==> src/rtl/adc_spi_capture_if.sv <==
// Bus between the ADC clock/strobe source, the capture block and the sample consumer.
// The slave modport is the capture block's view; master is the view of the driving environment.
interface adc_spi_capture_if #(
  parameter int WIDTH = 16
) ();
  logic             sck;
  logic             cnv;
  logic             sdo;
  logic [WIDTH-1:0] sample;
  logic             sample_valid;
  logic             sample_ready;
  logic             overrun;
  logic             short_err;
  logic             clr_err;

  modport master (
    output sck, cnv, sdo, sample_ready, clr_err,
    input  sample, sample_valid, overrun, short_err
  );

  modport slave (
    input  sck, cnv, sdo, sample_ready, clr_err,
    output sample, sample_valid, overrun, short_err
  );
endinterface

==> src/rtl/adc_spi_capture.sv <==
// Deserialises ADC serial data framed by cnv/sck into parallel samples held in a one-entry
// valid/ready register. Optional input synchroniser: define ADC_SPI_CAPTURE_SYNC_EN.
module adc_spi_capture #(
  parameter int WIDTH = 16
) (
  input logic               clk,
  input logic               reset,
  adc_spi_capture_if.slave  bus
);

  localparam int CW = $clog2(WIDTH + 1);

  typedef enum logic [1:0] {
    IDLE     = 2'd0,
    WAIT_CNV = 2'd1,
    SHIFT    = 2'd2,
    DONE     = 2'd3
  } state_t;

  state_t           r_state;
  state_t           w_nextState;
  logic             w_sck;
  logic             w_cnv;
  logic             w_sdo;
  logic             r_sckD;
  logic             r_cnvD;
  logic             w_sckRise;
  logic             w_cnvRise;
  logic             w_cnvFall;
  logic [CW-1:0]    r_count;
  logic [WIDTH-1:0] r_shreg;
  logic [WIDTH-1:0] r_sample;
  logic             r_valid;
  logic             r_overrun;
  logic             r_shortErr;
  logic             w_clearFrame;
  logic             w_shiftEn;
  logic             w_load;
  logic             w_setOverrun;
  logic             w_setShort;

`ifdef ADC_SPI_CAPTURE_SYNC_EN
  // sck and cnv get the same two-flop delay as sdo so each bit is still sampled on its own sck rise.
  logic [1:0] r_sckPipe;
  logic [1:0] r_cnvPipe;
  logic [1:0] r_sdoPipe;

  always_ff @(posedge clk or negedge reset) begin
    if (!reset) begin
      r_sckPipe <= '0;
      r_cnvPipe <= '0;
      r_sdoPipe <= '0;
    end else begin
      r_sckPipe <= {r_sckPipe[0], bus.sck};
      r_cnvPipe <= {r_cnvPipe[0], bus.cnv};
      r_sdoPipe <= {r_sdoPipe[0], bus.sdo};
    end
  end

  assign w_sck = r_sckPipe[1];
  assign w_cnv = r_cnvPipe[1];
  assign w_sdo = r_sdoPipe[1];
`else
  assign w_sck = bus.sck;
  assign w_cnv = bus.cnv;
  assign w_sdo = bus.sdo;
`endif

  assign w_sckRise = w_sck & ~r_sckD;
  assign w_cnvRise = w_cnv & ~r_cnvD;
  assign w_cnvFall = ~w_cnv & r_cnvD;

  always_comb begin
    w_nextState  = r_state;
    w_clearFrame = 1'b0;
    w_shiftEn    = 1'b0;
    w_load       = 1'b0;
    w_setOverrun = 1'b0;
    w_setShort   = 1'b0;
    case (r_state)
      IDLE: begin
        if (w_cnvRise) w_nextState = WAIT_CNV;
      end
      WAIT_CNV: begin
        if (w_cnvFall) begin
          w_nextState  = SHIFT;
          w_clearFrame = 1'b1;
        end
      end
      SHIFT: begin
        // A full count takes priority so late sck pulses or cnv never corrupt a finished frame.
        if (r_count == CW'(WIDTH)) begin
          w_nextState = DONE;
        end else if (w_cnvRise) begin
          w_setShort  = 1'b1;
          w_nextState = WAIT_CNV;
        end else if (w_sckRise) begin
          w_shiftEn = 1'b1;
        end
      end
      DONE: begin
        if (!r_valid || bus.sample_ready) w_load = 1'b1;
        else w_setOverrun = 1'b1;
        w_nextState = w_cnvRise ? WAIT_CNV : IDLE;
      end
      default: w_nextState = IDLE;
    endcase
  end

  always_ff @(posedge clk or negedge reset) begin
    if (!reset) begin
      r_state <= IDLE;
      r_sckD  <= 1'b0;
      r_cnvD  <= 1'b0;
      r_count <= '0;
      r_shreg <= '0;
    end else begin
      r_state <= w_nextState;
      r_sckD  <= w_sck;
      r_cnvD  <= w_cnv;
      if (w_clearFrame) begin
        r_count <= '0;
        r_shreg <= '0;
      end else if (w_shiftEn) begin
        r_shreg <= {r_shreg[WIDTH-2:0], w_sdo};
        r_count <= r_count + CW'(1);
      end
    end
  end

  // A load in the same cycle as a consume keeps valid high with the new sample.
  always_ff @(posedge clk or negedge reset) begin
    if (!reset) begin
      r_sample <= '0;
      r_valid  <= 1'b0;
    end else if (w_load) begin
      r_sample <= r_shreg;
      r_valid  <= 1'b1;
    end else if (r_valid && bus.sample_ready) begin
      r_valid <= 1'b0;
    end
  end

  always_ff @(posedge clk or negedge reset) begin
    if (!reset) begin
      r_overrun  <= 1'b0;
      r_shortErr <= 1'b0;
    end else begin
      if (w_setOverrun) r_overrun <= 1'b1;
      else if (bus.clr_err) r_overrun <= 1'b0;
      if (w_setShort) r_shortErr <= 1'b1;
      else if (bus.clr_err) r_shortErr <= 1'b0;
    end
  end

  assign bus.sample       = r_sample;
  assign bus.sample_valid = r_valid;
  assign bus.overrun      = r_overrun;
  assign bus.short_err    = r_shortErr;

endmodule

==> src/flat_wrapper.sv <==
// flat-port wrapper written by rule: the top's interface ports become plain ports
module adc_spi_capture_flat 
#(
  parameter int WIDTH = 16
)
  (clk, reset, bus_sck, bus_cnv, bus_sdo, bus_sample_ready, bus_clr_err, bus_sample, bus_sample_valid, bus_overrun, bus_short_err);
  adc_spi_capture_if #(.WIDTH(WIDTH)) bus_i ();
  input logic clk;
  input logic reset;
  input wire logic [$bits(bus_i.sck)-1:0] bus_sck;
  input wire logic [$bits(bus_i.cnv)-1:0] bus_cnv;
  input wire logic [$bits(bus_i.sdo)-1:0] bus_sdo;
  input wire logic [$bits(bus_i.sample_ready)-1:0] bus_sample_ready;
  input wire logic [$bits(bus_i.clr_err)-1:0] bus_clr_err;
  output wire logic [$bits(bus_i.sample)-1:0] bus_sample;
  output wire logic [$bits(bus_i.sample_valid)-1:0] bus_sample_valid;
  output wire logic [$bits(bus_i.overrun)-1:0] bus_overrun;
  output wire logic [$bits(bus_i.short_err)-1:0] bus_short_err;
  assign bus_i.sck = bus_sck;
  assign bus_i.cnv = bus_cnv;
  assign bus_i.sdo = bus_sdo;
  assign bus_i.sample_ready = bus_sample_ready;
  assign bus_i.clr_err = bus_clr_err;
  assign bus_sample = bus_i.sample;
  assign bus_sample_valid = bus_i.sample_valid;
  assign bus_overrun = bus_i.overrun;
  assign bus_short_err = bus_i.short_err;
  adc_spi_capture #(.WIDTH(WIDTH)) u_core (.clk(clk), .reset(reset), .bus(bus_i));
endmodule
==> config.mk <==
export PLATFORM = sky130hd
export DESIGN_NAME = adc_spi_capture_flat
export DESIGN_NICKNAME = d
export VERILOG_FILES = /design/src/rtl/adc_spi_capture_if.sv /design/src/rtl/adc_spi_capture.sv /design/src/flat_wrapper.sv
export SDC_FILE = /design/constraint.sdc
export NUM_CORES = 1
export LEC_CHECK = 0
export CAP_MARGIN = 20
export CORE_UTILIZATION = 45
export DETAILED_ROUTE_END_ITERATION = 6
export GPL_TIMING_DRIVEN = 0
export PLACE_DENSITY = 0.68
export SLEW_MARGIN = 20
export SYNTH_ARGS = -nofsm -noshare
export SYNTH_HDL_FRONTEND = slang
export SYNTH_SLANG_ARGS = --single-unit
==> constraint.sdc <==
create_clock -name clk -period 4.05 [get_ports clk]
set_clock_uncertainty 0.1 [all_clocks]
set_input_delay 0.405 -clock clk [delete_from_list [all_inputs] [get_ports clk]]
set_output_delay 0.405 -clock clk [all_outputs]
set_load 0.005 [all_outputs]
==> results.sh, run 1 <==
export IMPL_gr_total_overflow=0
export IMPL_first_iter_violations=48
export IMPL_syn_area_per_cell_um2=13.1
export IMPL_rsz0062_at_grt="no"
export IMPL_critPathMaxFanout=10
export IMPL_clk_pin_slew_ps=80
export IMPL_synth_warnings=0
export IMPL_run_status="finished clean"
export IMPL_dieArea_mm2=0.00442
export IMPL_first_pass_iters=4
export IMPL_cts_sinks=44
export IMPL_cts_inserted_buffers=5
export IMPL_portBuffers=25
export IMPL_antenna_found_initial=0
export IMPL_place_ws_ps=1990
export IMPL_grt_pass1_vias=1199
export IMPL_drt_wl_total_um=3120
export IMPL_crit_arrival_ps=1820
export IMPL_crit_slowest_cell="clkdlybuf4s50_1"
export IMPL_cp_required_ps=4130
export IMPL_hold_viol_final=0
export IMPL_cts_tree="built"
export IMPL_maxCapViolCount=0
export IMPL_finalCriticalPeriod_ps=1740
export IMPL_dieWidth_um=66.5
export IMPL_syn2layout_area_growth_pct=24.9
export IMPL_dp_hpwl_um=2240
export IMPL_p_clk_share_pct=37.7
export IMPL_power_density_mw_per_mm2=390
export IMPL_worst_pin_slew_ps=529
export IMPL_initial_core_util_pct=46.8
export IMPL_vias=1151
export IMPL_criticalPathCategory="in2reg"
export IMPL_setup_tns_final_ps=0
export IMPL_num_rows=23
export IMPL_ff2ff_path_depth=7
export IMPL_nFillCells=337
export IMPL_setup_violations=0
export IMPL_cts_buffer_depth=2
export IMPL_crit_chain="clkdlybuf4s50_1 -> nand2b_1 -> nor2b_1 -> buf_2 -> buf_6 -> mux2_1"
export IMPL_p_sw_share_pct=22.4
export IMPL_synth_area_mm2=0.00187
export IMPL_timing_rr_start="u_core.r_count[0]"
export IMPL_min_period_over_period_pct=42.9
export IMPL_antenna_left=0
export IMPL_ff2ff_setup_slack_ps=2360
export IMPL_fp_coreArea_mm2=0.00400
export IMPL_place_inst=219
export IMPL_hp_class="reg2reg"
export IMPL_min_delay_start="u_core.bus.sample[8]"
export IMPL_gp_congestion=0.789
export IMPL_endpoint_kind="flop"
export IMPL_p_seq_share_pct=51.6
export IMPL_layout_cells_non_filler=228
export IMPL_p_sw_uw=204
export IMPL_grt_pass1_wl_um=5470
export IMPL_worstSetupStartpointType="input pin"
export IMPL_ir_worst_vdd_mv=0.299
export IMPL_grt_util_all_layers_pct=17.2
export IMPL_combPwrFrac_pct=10.7
export IMPL_ctsHoldBuffers=1
export IMPL_detail_route_wl_per_cell_um=13.7
export IMPL_leakage_nw=1.22
export IMPL_drv_slew=0
export IMPL_slowest_delay_ps=450
export IMPL_synth_distinct_cells=27
export IMPL_power_uw=911
export IMPL_worstHoldPathCells=1
export IMPL_cts_resized=0
export IMPL_setup_ws_ps=2310
export IMPL_yosysSeqAreaShare_pct=58.8
export IMPL_clock_latency_ps=290
export IMPL_holdPathEnd="u_core.bus.sample[8]"
export IMPL_antennaDiodeCount=0
export IMPL_drive_above_1_share_pct=10.7
export IMPL_grt_max_degree=24
export IMPL_vias_per_cell=5.05
export IMPL_drc=0
export IMPL_ios=26
export IMPL_regToRegEndpoint="u_core.r_shreg[14]"
export IMPL_p_int_uw=708
export IMPL_cts_root_buf="clkbuf_8"
export IMPL_synth_nets=152
export IMPL_ys_seq_elements=44
export IMPL_max_slew_margin_rel_pct=64.8
export IMPL_nNetsFinal=186
export IMPL_die_height_um=66.5
export IMPL_post_cts_buffers=0
export IMPL_htreeDepth=2
export IMPL_max_freq_ghz=0.575
export IMPL_netlist_instances=143
state kept, by name (all words and copies together), names as in the netlist:
| signal | count |
|---|---|
| u_core.r_cnvD | 1 |
| u_core.bus.sample_valid | 1 |
| u_core.r_state | 2 |
| u_core.r_count | 5 |
| u_core.bus.sample | 16 |
| u_core.bus.overrun | 1 |
| u_core.bus.short_err | 1 |
| u_core.r_shreg | 16 |
| u_core.r_sckD | 1 |
worst max path at each step:
stage	start	to
5_1_grt	bus_cnv	u_core.r_shreg[8]
4_1_cts	bus_sample_ready	u_core.bus.sample[15]
3_3_place_gp	reset	u_core.bus.sample[0]
3_5_place_dp	bus_sample_ready	u_core.bus.sample[6]
2_1_floorplan	bus_sample_ready	u_core.bus.sample[10]
6_report	bus_sample_ready	u_core.bus.sample[11]
cell usage after synthesis, drive strengths merged:
library cell,count,area share (%)
dfrtp,44,59
and2b,1,0.47
ha,2,1.3
nor2b,2,0.67
and4bb,1,0.87
or2b,2,1.0
clkbuf,2,0.40
nand4,3,1.0
o32ai,1,0.47
mux2,16,9.6
buf,4,2.5
nand2b,1,0.33
o22ai,1,0.33
o221ai,1,0.47
a21oi,1,0.27
inv,8,1.6
nand3,1,0.53
nand2,23,4.6
and2,2,0.67
o21ai,3,0.80
nor4bb,1,0.53
mux2i,21,11
nand4bb,2,1.5
power groups by stage:
stage	clock network [mW]	registers [mW]	logic, mW
after global placement	0	0.477	0.0908
after floorplan	0	0.476	0.0544
final	0.344	0.470	0.0976
after detailed placement	0	0.479	0.0976
after CTS	0.357	0.470	0.100
after global routing	0.373	0.473	0.109
kinds of logic (layout without fill, tap and decap cells):
kind of cell / count (synthesis) / in the layout / synth area share [%]
mux: 37 / 37 / 20.8
compound gates: 7 / 7 / 2.34
buf+inv: 14 / 49 / 4.54
fa+ha+maj: 2 / 2 / 1.34
simple gates: 39 / 39 / 12.2
flops: 44 / 44 / 58.8
critical path, delay by kind of cell:
kind                   cells  cell delay [ps]
and+or+nand+nor            2              250
buffers and inverters      3              830
muxes                      1              330
routing by layer:
metal  track usage (%)  wire [um]  up-vias
met5                 0          0        -
met4              7.45         25        0
met3              5.14         88        2
met2              28.4       1630       18
met1              20.9       1370      573
li1                  -          -      558
cell usage in the layout, fill, tap and decap left out, drive strengths merged:
master / instances
nand4: 3
buf: 6
and4bb: 1
and2: 2
dlygate4sd3: 1
and2b: 1
mux2i: 21
a21oi: 1
nand4bb: 2
inv: 8
ha: 2
nand3: 1
o221ai: 1
nor2b: 2
or2b: 2
clkinv: 1
mux2: 16
clkdlybuf4s50: 24
bufinv: 1
clkbuf: 8
nand2: 23
dfrtp: 44
o22ai: 1
nor4bb: 1
o21ai: 3
o32ai: 1
nand2b: 1
stage by stage:
stage	utilization (%)	hold slack (ps)	area (um2)
floorplan	-	9.41	1870
global placement	54.6	366	2190
detailed placement	55.2	317	2210
CTS	58.5	394	2340
global route	58.5	402	2340
finish	58.5	387	2340
final cells by class:
cell class / instances / area (um2) / share of cell area (%)
Sequential cell: 44 / 1100 / 47.1
Multi-Input combinational cell: 85 / 687 / 29.4
Timing Repair Buffer: 27 / 283 / 12.1
Clock buffer: 6 / 82.6 / 3.53
Tap cell: 50 / 62.6 / 2.67
Buffer: 6 / 55.1 / 2.35
Clock inverter: 2 / 38.8 / 1.66
Inverter: 8 / 30.0 / 1.28
(Power assumes the default switching activity.)
==> inputs of run 2 (changes only) <==
- clock period: 4.05 -> 1.7 ns (I/O delays scaled with it)
==> run 2 against run 1 <==
- non-clock buffer count rose by 2
- combinational power rose to 2.7 times the previous value
- total power rose by 140%
- setup slack got worse by 2200 ps
- cell count rose by 0.88%
- sequential power rose by 140%
- flip-flop and latch count did not move
- largest power group unchanged
- highest routed layer unchanged
- global-route usage rose by 0.074 points
- wire length rose by 2.1%
- first-iteration DRC count rose by 23%
==> results.sh, run 2 (synthesized netlist as in run 1, its figures left out) <==
export IMPL_rsz0062_at_grt="no"
export IMPL_setup_violations=0
export IMPL_crit_arrival_ps=1740
export IMPL_cts_buffer_depth=2
export IMPL_gr_total_overflow=0
export IMPL_hold_viol_final=0
export IMPL_holdWs_ps=250
export IMPL_clock_latency_ps=300
export IMPL_dieArea_mm2=0.00442
export IMPL_dieWidth_um=66.5
export IMPL_p_sw_share_pct=22.8
export IMPL_layout_cells_non_filler=230
export IMPL_min_period_over_period_pct=95.1
export IMPL_run_status="finished clean"
export IMPL_crit_slowest_cell="dfrtp_1"
export IMPL_worst_pin_slew_ps=538
export IMPL_die_height_um=66.5
export IMPL_critPathMaxFanout=10
export IMPL_cpMostUsedCell="buf_12"
export IMPL_place_inst=219
export IMPL_p_seq_share_pct=50.6
export IMPL_clk_pin_slew_ps=80
export IMPL_vias=1151
export IMPL_slowest_delay_ps=390
export IMPL_crit_chain="inv_1 -> ha_2 -> nand4bb_4 -> nand3_2 -> buf_12 -> buf_12 -> mux2i_2"
export IMPL_max_freq_ghz=0.619
export IMPL_p_clk_share_pct=37.6
export IMPL_grt_max_degree=24
export IMPL_antenna_left=0
export IMPL_drc=0
export IMPL_finalCriticalPeriod_ps=1620
export IMPL_final_cell_mix="43 x dfrtp_1, 24 x clkdlybuf4s50_1, 23 x nand2_1"
export IMPL_multi_input_area_um2=704
export IMPL_cts_sinks=44
export IMPL_endpoint_kind="flop"
export IMPL_htreeDepth=2
export IMPL_max_slew_margin_rel_pct=64.1
export IMPL_vias_per_cell=5.00
export IMPL_antenna_found_initial=0
export IMPL_cts_inserted_buffers=5
export IMPL_cts_root_buf="clkbuf_8"
export IMPL_dp_hpwl_um=2240
export IMPL_setup_tns_final_ps=0
export IMPL_worstSetupStartpointType="flop"
export IMPL_leakage_nw=1.23
export IMPL_crit_family="flip-flops"
export IMPL_criticalPathCategory="reg2reg"
export IMPL_portBuffers=25
export IMPL_fp_coreArea_mm2=0.00400
export IMPL_hp_class="in2reg"
export IMPL_first_iter_violations=59
export IMPL_layout_commonest_cell="dfrtp_1"
export IMPL_grt_pass1_wl_um=5490
export IMPL_crit_buf_inv=3
export IMPL_detail_route_wl_per_cell_um=13.8
export IMPL_setup_ws_ps=83.4
export IMPL_grt_pass1_vias=1207
export IMPL_first_pass_iters=4
export IMPL_final_area_mm2=0.00238
export IMPL_maxCapViolCount=0
export IMPL_power_density_mw_per_mm2=925
export IMPL_p_int_mw=1.70
export IMPL_place_ws_ps=-128
export IMPL_syn2layout_area_growth_pct=27.2
export IMPL_combPwrFrac_pct=11.8
export IMPL_power_mw=2.20
export IMPL_cts_tree="built"
export IMPL_antennaDiodeCount=0
export IMPL_drive_above_1_share_pct=13.3
export IMPL_num_rows=23
export IMPL_drv_slew=0
export IMPL_nNetsFinal=188
export IMPL_initial_core_util_pct=46.8
export IMPL_nFillCells=330
export IMPL_ios=26
export IMPL_utilization_pct=59.6
export IMPL_p_sw_uw=502
export IMPL_gp_congestion=0.789
export IMPL_ir_worst_vdd_mv=0.720
export IMPL_detailed_place_area_mm2=0.00221
export IMPL_cp_required_ps=1820
export IMPL_grt_util_all_layers_pct=17.3
export IMPL_final_seq_area_mm2=0.00110
export IMPL_drt_wl_total_um=3180
==> run 2: changes by cell type in the layout (fill, tap and decap cells not counted), sizes merged <==
cell  previous run  this run
buf              6         8
==> run 2: area by class of cell <==
class / count / share of cell area, %
Buffer: 6 / 2.68
Multi-Input combinational cell: 85 / 29.6
Sequential cell: 44 / 46.3
Clock inverter: 2 / 1.63
Clock buffer: 6 / 3.47
Timing Repair Buffer: 29 / 12.5
Tap cell: 50 / 2.63
Inverter: 8 / 1.26
==> run 2: path summary, 6_finish.rpt <==
path / from / endpoint / slack (ps) / cells after the start
worst max-delay path: u_core.r_count[0] / u_core.r_shreg[8] / 80 / 7
worst min-delay path: bus_sck / u_core.r_sckD / 250 / 1
worst max register to register: u_core.r_count[0] / u_core.r_shreg[8] / 80 / 7
worst min register to register: u_core.bus.sample[8] / u_core.bus.sample[8] / 390 / 1
max in group asynchronous: reset / u_core.r_shreg[1] / 720 / 3
min in group asynchronous: reset / u_core.r_shreg[11] / 280 / 2
==> run 2: per-layer routing <==
metal / vias to the layer above / part of all wire [%] / track usage [%]
li1: 560 / - / -
met1: 570 / 44 / 20.9
met2: 16 / 51 / 28.7
met3: 5 / 3.0 / 5.14
met4: 0 / 1.7 / 7.45
met5: - / 0 / 0
==> run 2: repair_timing <==
action | in CTS | in global routing
resized for setup | 1 | 5
endpoints found under the hold margin | 21 | 0
endpoints found under the setup margin | 4 | 14
setup buffers | 1 | 1
hold buffers | 1 | 0
==> run 2: power groups by stage <==
stage	Clock [mW]	Sequential [mW]	Combinational, mW
2_1_floorplan	0	1.13	0.130
3_3_place_gp	0	1.14	0.216
3_5_place_dp	0	1.14	0.233
4_1_cts	0.851	1.12	0.254
5_1_grt	0.887	1.12	0.288
6_report	0.828	1.12	0.260
==> inputs of run 3 (changes only) <==
- ABC_AREA: not set -> 0
- REMOVE_ABC_BUFFERS: not set -> 1
==> run 3 against run 2 <==
- first-iteration DRC count is 5.1% lower
- non-clock buffer count is 7 lower
- via count stayed put
- critical path depth is 2 lower
- maximum frequency is 1.2% higher
- critical endpoint is now u_core.r_shreg[12]
==> results.sh, run 3 (synthesized netlist as in run 1, its figures left out) <==
export IMPL_detail_route_wl_per_cell_um=13.8
export IMPL_leakage_nw=1.19
export IMPL_first_pass_iters=4
export IMPL_cts_root_buf="clkbuf_8"
export IMPL_place_ws_ps=-509
export IMPL_vias_per_cell=5.16
export IMPL_syn2layout_area_growth_pct=22.5
export IMPL_antennaDiodeCount=0
export IMPL_utilization_pct=57.4
export IMPL_worstSetupStartpointType="flop"
export IMPL_portBuffers=25
export IMPL_run_status="finished clean"
export IMPL_place_inst=213
export IMPL_cts_tree="built"
export IMPL_htreeDepth=2
export IMPL_max_slew_margin_rel_pct=68.4
export IMPL_endpoint_kind="flop"
export IMPL_ir_worst_vdd_mv=0.587
export IMPL_final_area_mm2=0.00229
export IMPL_antenna_found_initial=0
export IMPL_first_iter_violations=56
export IMPL_layout_commonest_cell="dfrtp_1"
export IMPL_power_density_mw_per_mm2=870
export IMPL_cts_inserted_buffers=5
export IMPL_initial_core_util_pct=46.8
export IMPL_num_rows=23
export IMPL_dieWidth_um=66.5
export IMPL_clk_pin_slew_ps=80
export IMPL_holdWs_ps=205
export IMPL_grt_pass1_vias=1090
export IMPL_drt_wl_total_um=3080
export IMPL_drc=0
export IMPL_slowest_delay_ps=430
export IMPL_antenna_left=0
export IMPL_finalCriticalPeriod_ps=1600
export IMPL_path_depth=5
export IMPL_rsz0062_at_grt="no"
export IMPL_layout_cells_non_filler=223
export IMPL_crit_arrival_ps=1700
export IMPL_final_seq_area_mm2=0.00110
export IMPL_setup_ws_ps=103
export IMPL_max_freq_ghz=0.626
export IMPL_power_mw=2.00
export IMPL_cts_buffer_depth=2
export IMPL_dp_hpwl_um=2130
export IMPL_cts_sinks=44
export IMPL_clock_latency_ps=290
export IMPL_gr_total_overflow=0
export IMPL_crit_buf_inv=1
export IMPL_vias=1151
export IMPL_crit_family="simple AND/OR/NAND/NOR gates"
export IMPL_crit_chain="inv_1 -> ha_1 -> nand4bb_2 -> nand3_4 -> mux2i_1"
export IMPL_dieArea_mm2=0.00442
export IMPL_nFillCells=324
export IMPL_multi_input_area_um2=718
export IMPL_setup_tns_final_ps=0
export IMPL_drv_slew=0
export IMPL_drive_above_1_share_pct=10.4
export IMPL_criticalPathCategory="reg2reg"
export IMPL_grt_pass1_wl_um=5040
export IMPL_gp_congestion=0.761
export IMPL_critPathMaxFanout=18
export IMPL_cp_required_ps=1810
export IMPL_die_height_um=66.5
export IMPL_min_period_over_period_pct=94.0
export IMPL_hp_class="in2async"
export IMPL_final_cell_mix="44 x dfrtp_1, 24 x clkdlybuf4s50_1, 23 x nand2_1"
export IMPL_ios=26
export IMPL_setup_violations=0
export IMPL_grt_util_all_layers_pct=15.6
export IMPL_worst_pin_slew_ps=467
export IMPL_grt_max_degree=32
export IMPL_fp_coreArea_mm2=0.00400
export IMPL_hold_viol_final=0
export IMPL_nNetsFinal=181
export IMPL_detailed_place_area_mm2=0.00215
export IMPL_crit_slowest_cell="dfrtp_1"
export IMPL_ff2ff_path_depth=5
export IMPL_maxCapViolCount=0
run 3: cell types whose count changed in the layout (fill, tap and decap cells not counted), sizes merged:
cell    before  now
clkbuf       8    5
buf          8    3
clkinv       1    3
bufinv       1    0
run 3: per-layer routing:
layer	up-vias	wire length, um	global-route usage (%)
li1	549	-	-
met1	574	1380	18.4
met2	22	1530	26.4
met3	6	122	4.97
met4	0	46	5.85
met5	-	0	0
run 3: worst paths after layout:
| check | endpoint | start | slack (ps) |
|---|---|---|---|
| worst min register to register | u_core.bus.sample[10] | u_core.bus.sample[10] | 390 |
| worst max-delay path | u_core.r_shreg[12] | u_core.r_count[0] | 100 |
| max in group asynchronous | u_core.r_shreg[11] | reset | 840 |
| worst min-delay path | u_core.bus.sample[14] | reset | 210 |
| worst max register to register | u_core.r_shreg[12] | u_core.r_count[0] | 100 |
| min in group clk | u_core.r_sckD | bus_sck | 260 |
run 3: layout make-up:
class / instances / share of cell area (%)
clock inverter: 3 / 0.818
sequential: 44 / 48.0
inverter: 8 / 1.31
clock buffer: 5 / 3.00
timing repair buffer: 28 / 12.9
tap: 50 / 2.73
multi-input combinational: 85 / 31.3
run 3: what timing repair did:
| item | 4_1_cts | 5_1_grt |
|---|---|---|
| gates cloned | 0 | 0 |
| hold buffers | 1 | 0 |
| resized for setup | 3 | 1 |
| buffers inserted | 0 | 1 |
| pin swaps | 0 | 1 |
| hold endpoints to repair | 44 | 0 |
| setup endpoints to repair | 37 | 37 |
run 3: worst reg2reg max path, stage by stage (launching register included):
cell and delay [ps]:
dfrtp_1 430, inv_1 80, ha_1 190, nand4bb_2 180, nand3_4 300, mux2i_1 250
run 3: report_power, final:
| part | switching, mW | internal [mW] |
|---|---|---|
| Clock | 0.350 | 0.286 |
| Sequential | 0.0379 | 1.09 |
| Combinational | 0.112 | 0.124 |
| Total | 0.500 | 1.50 |
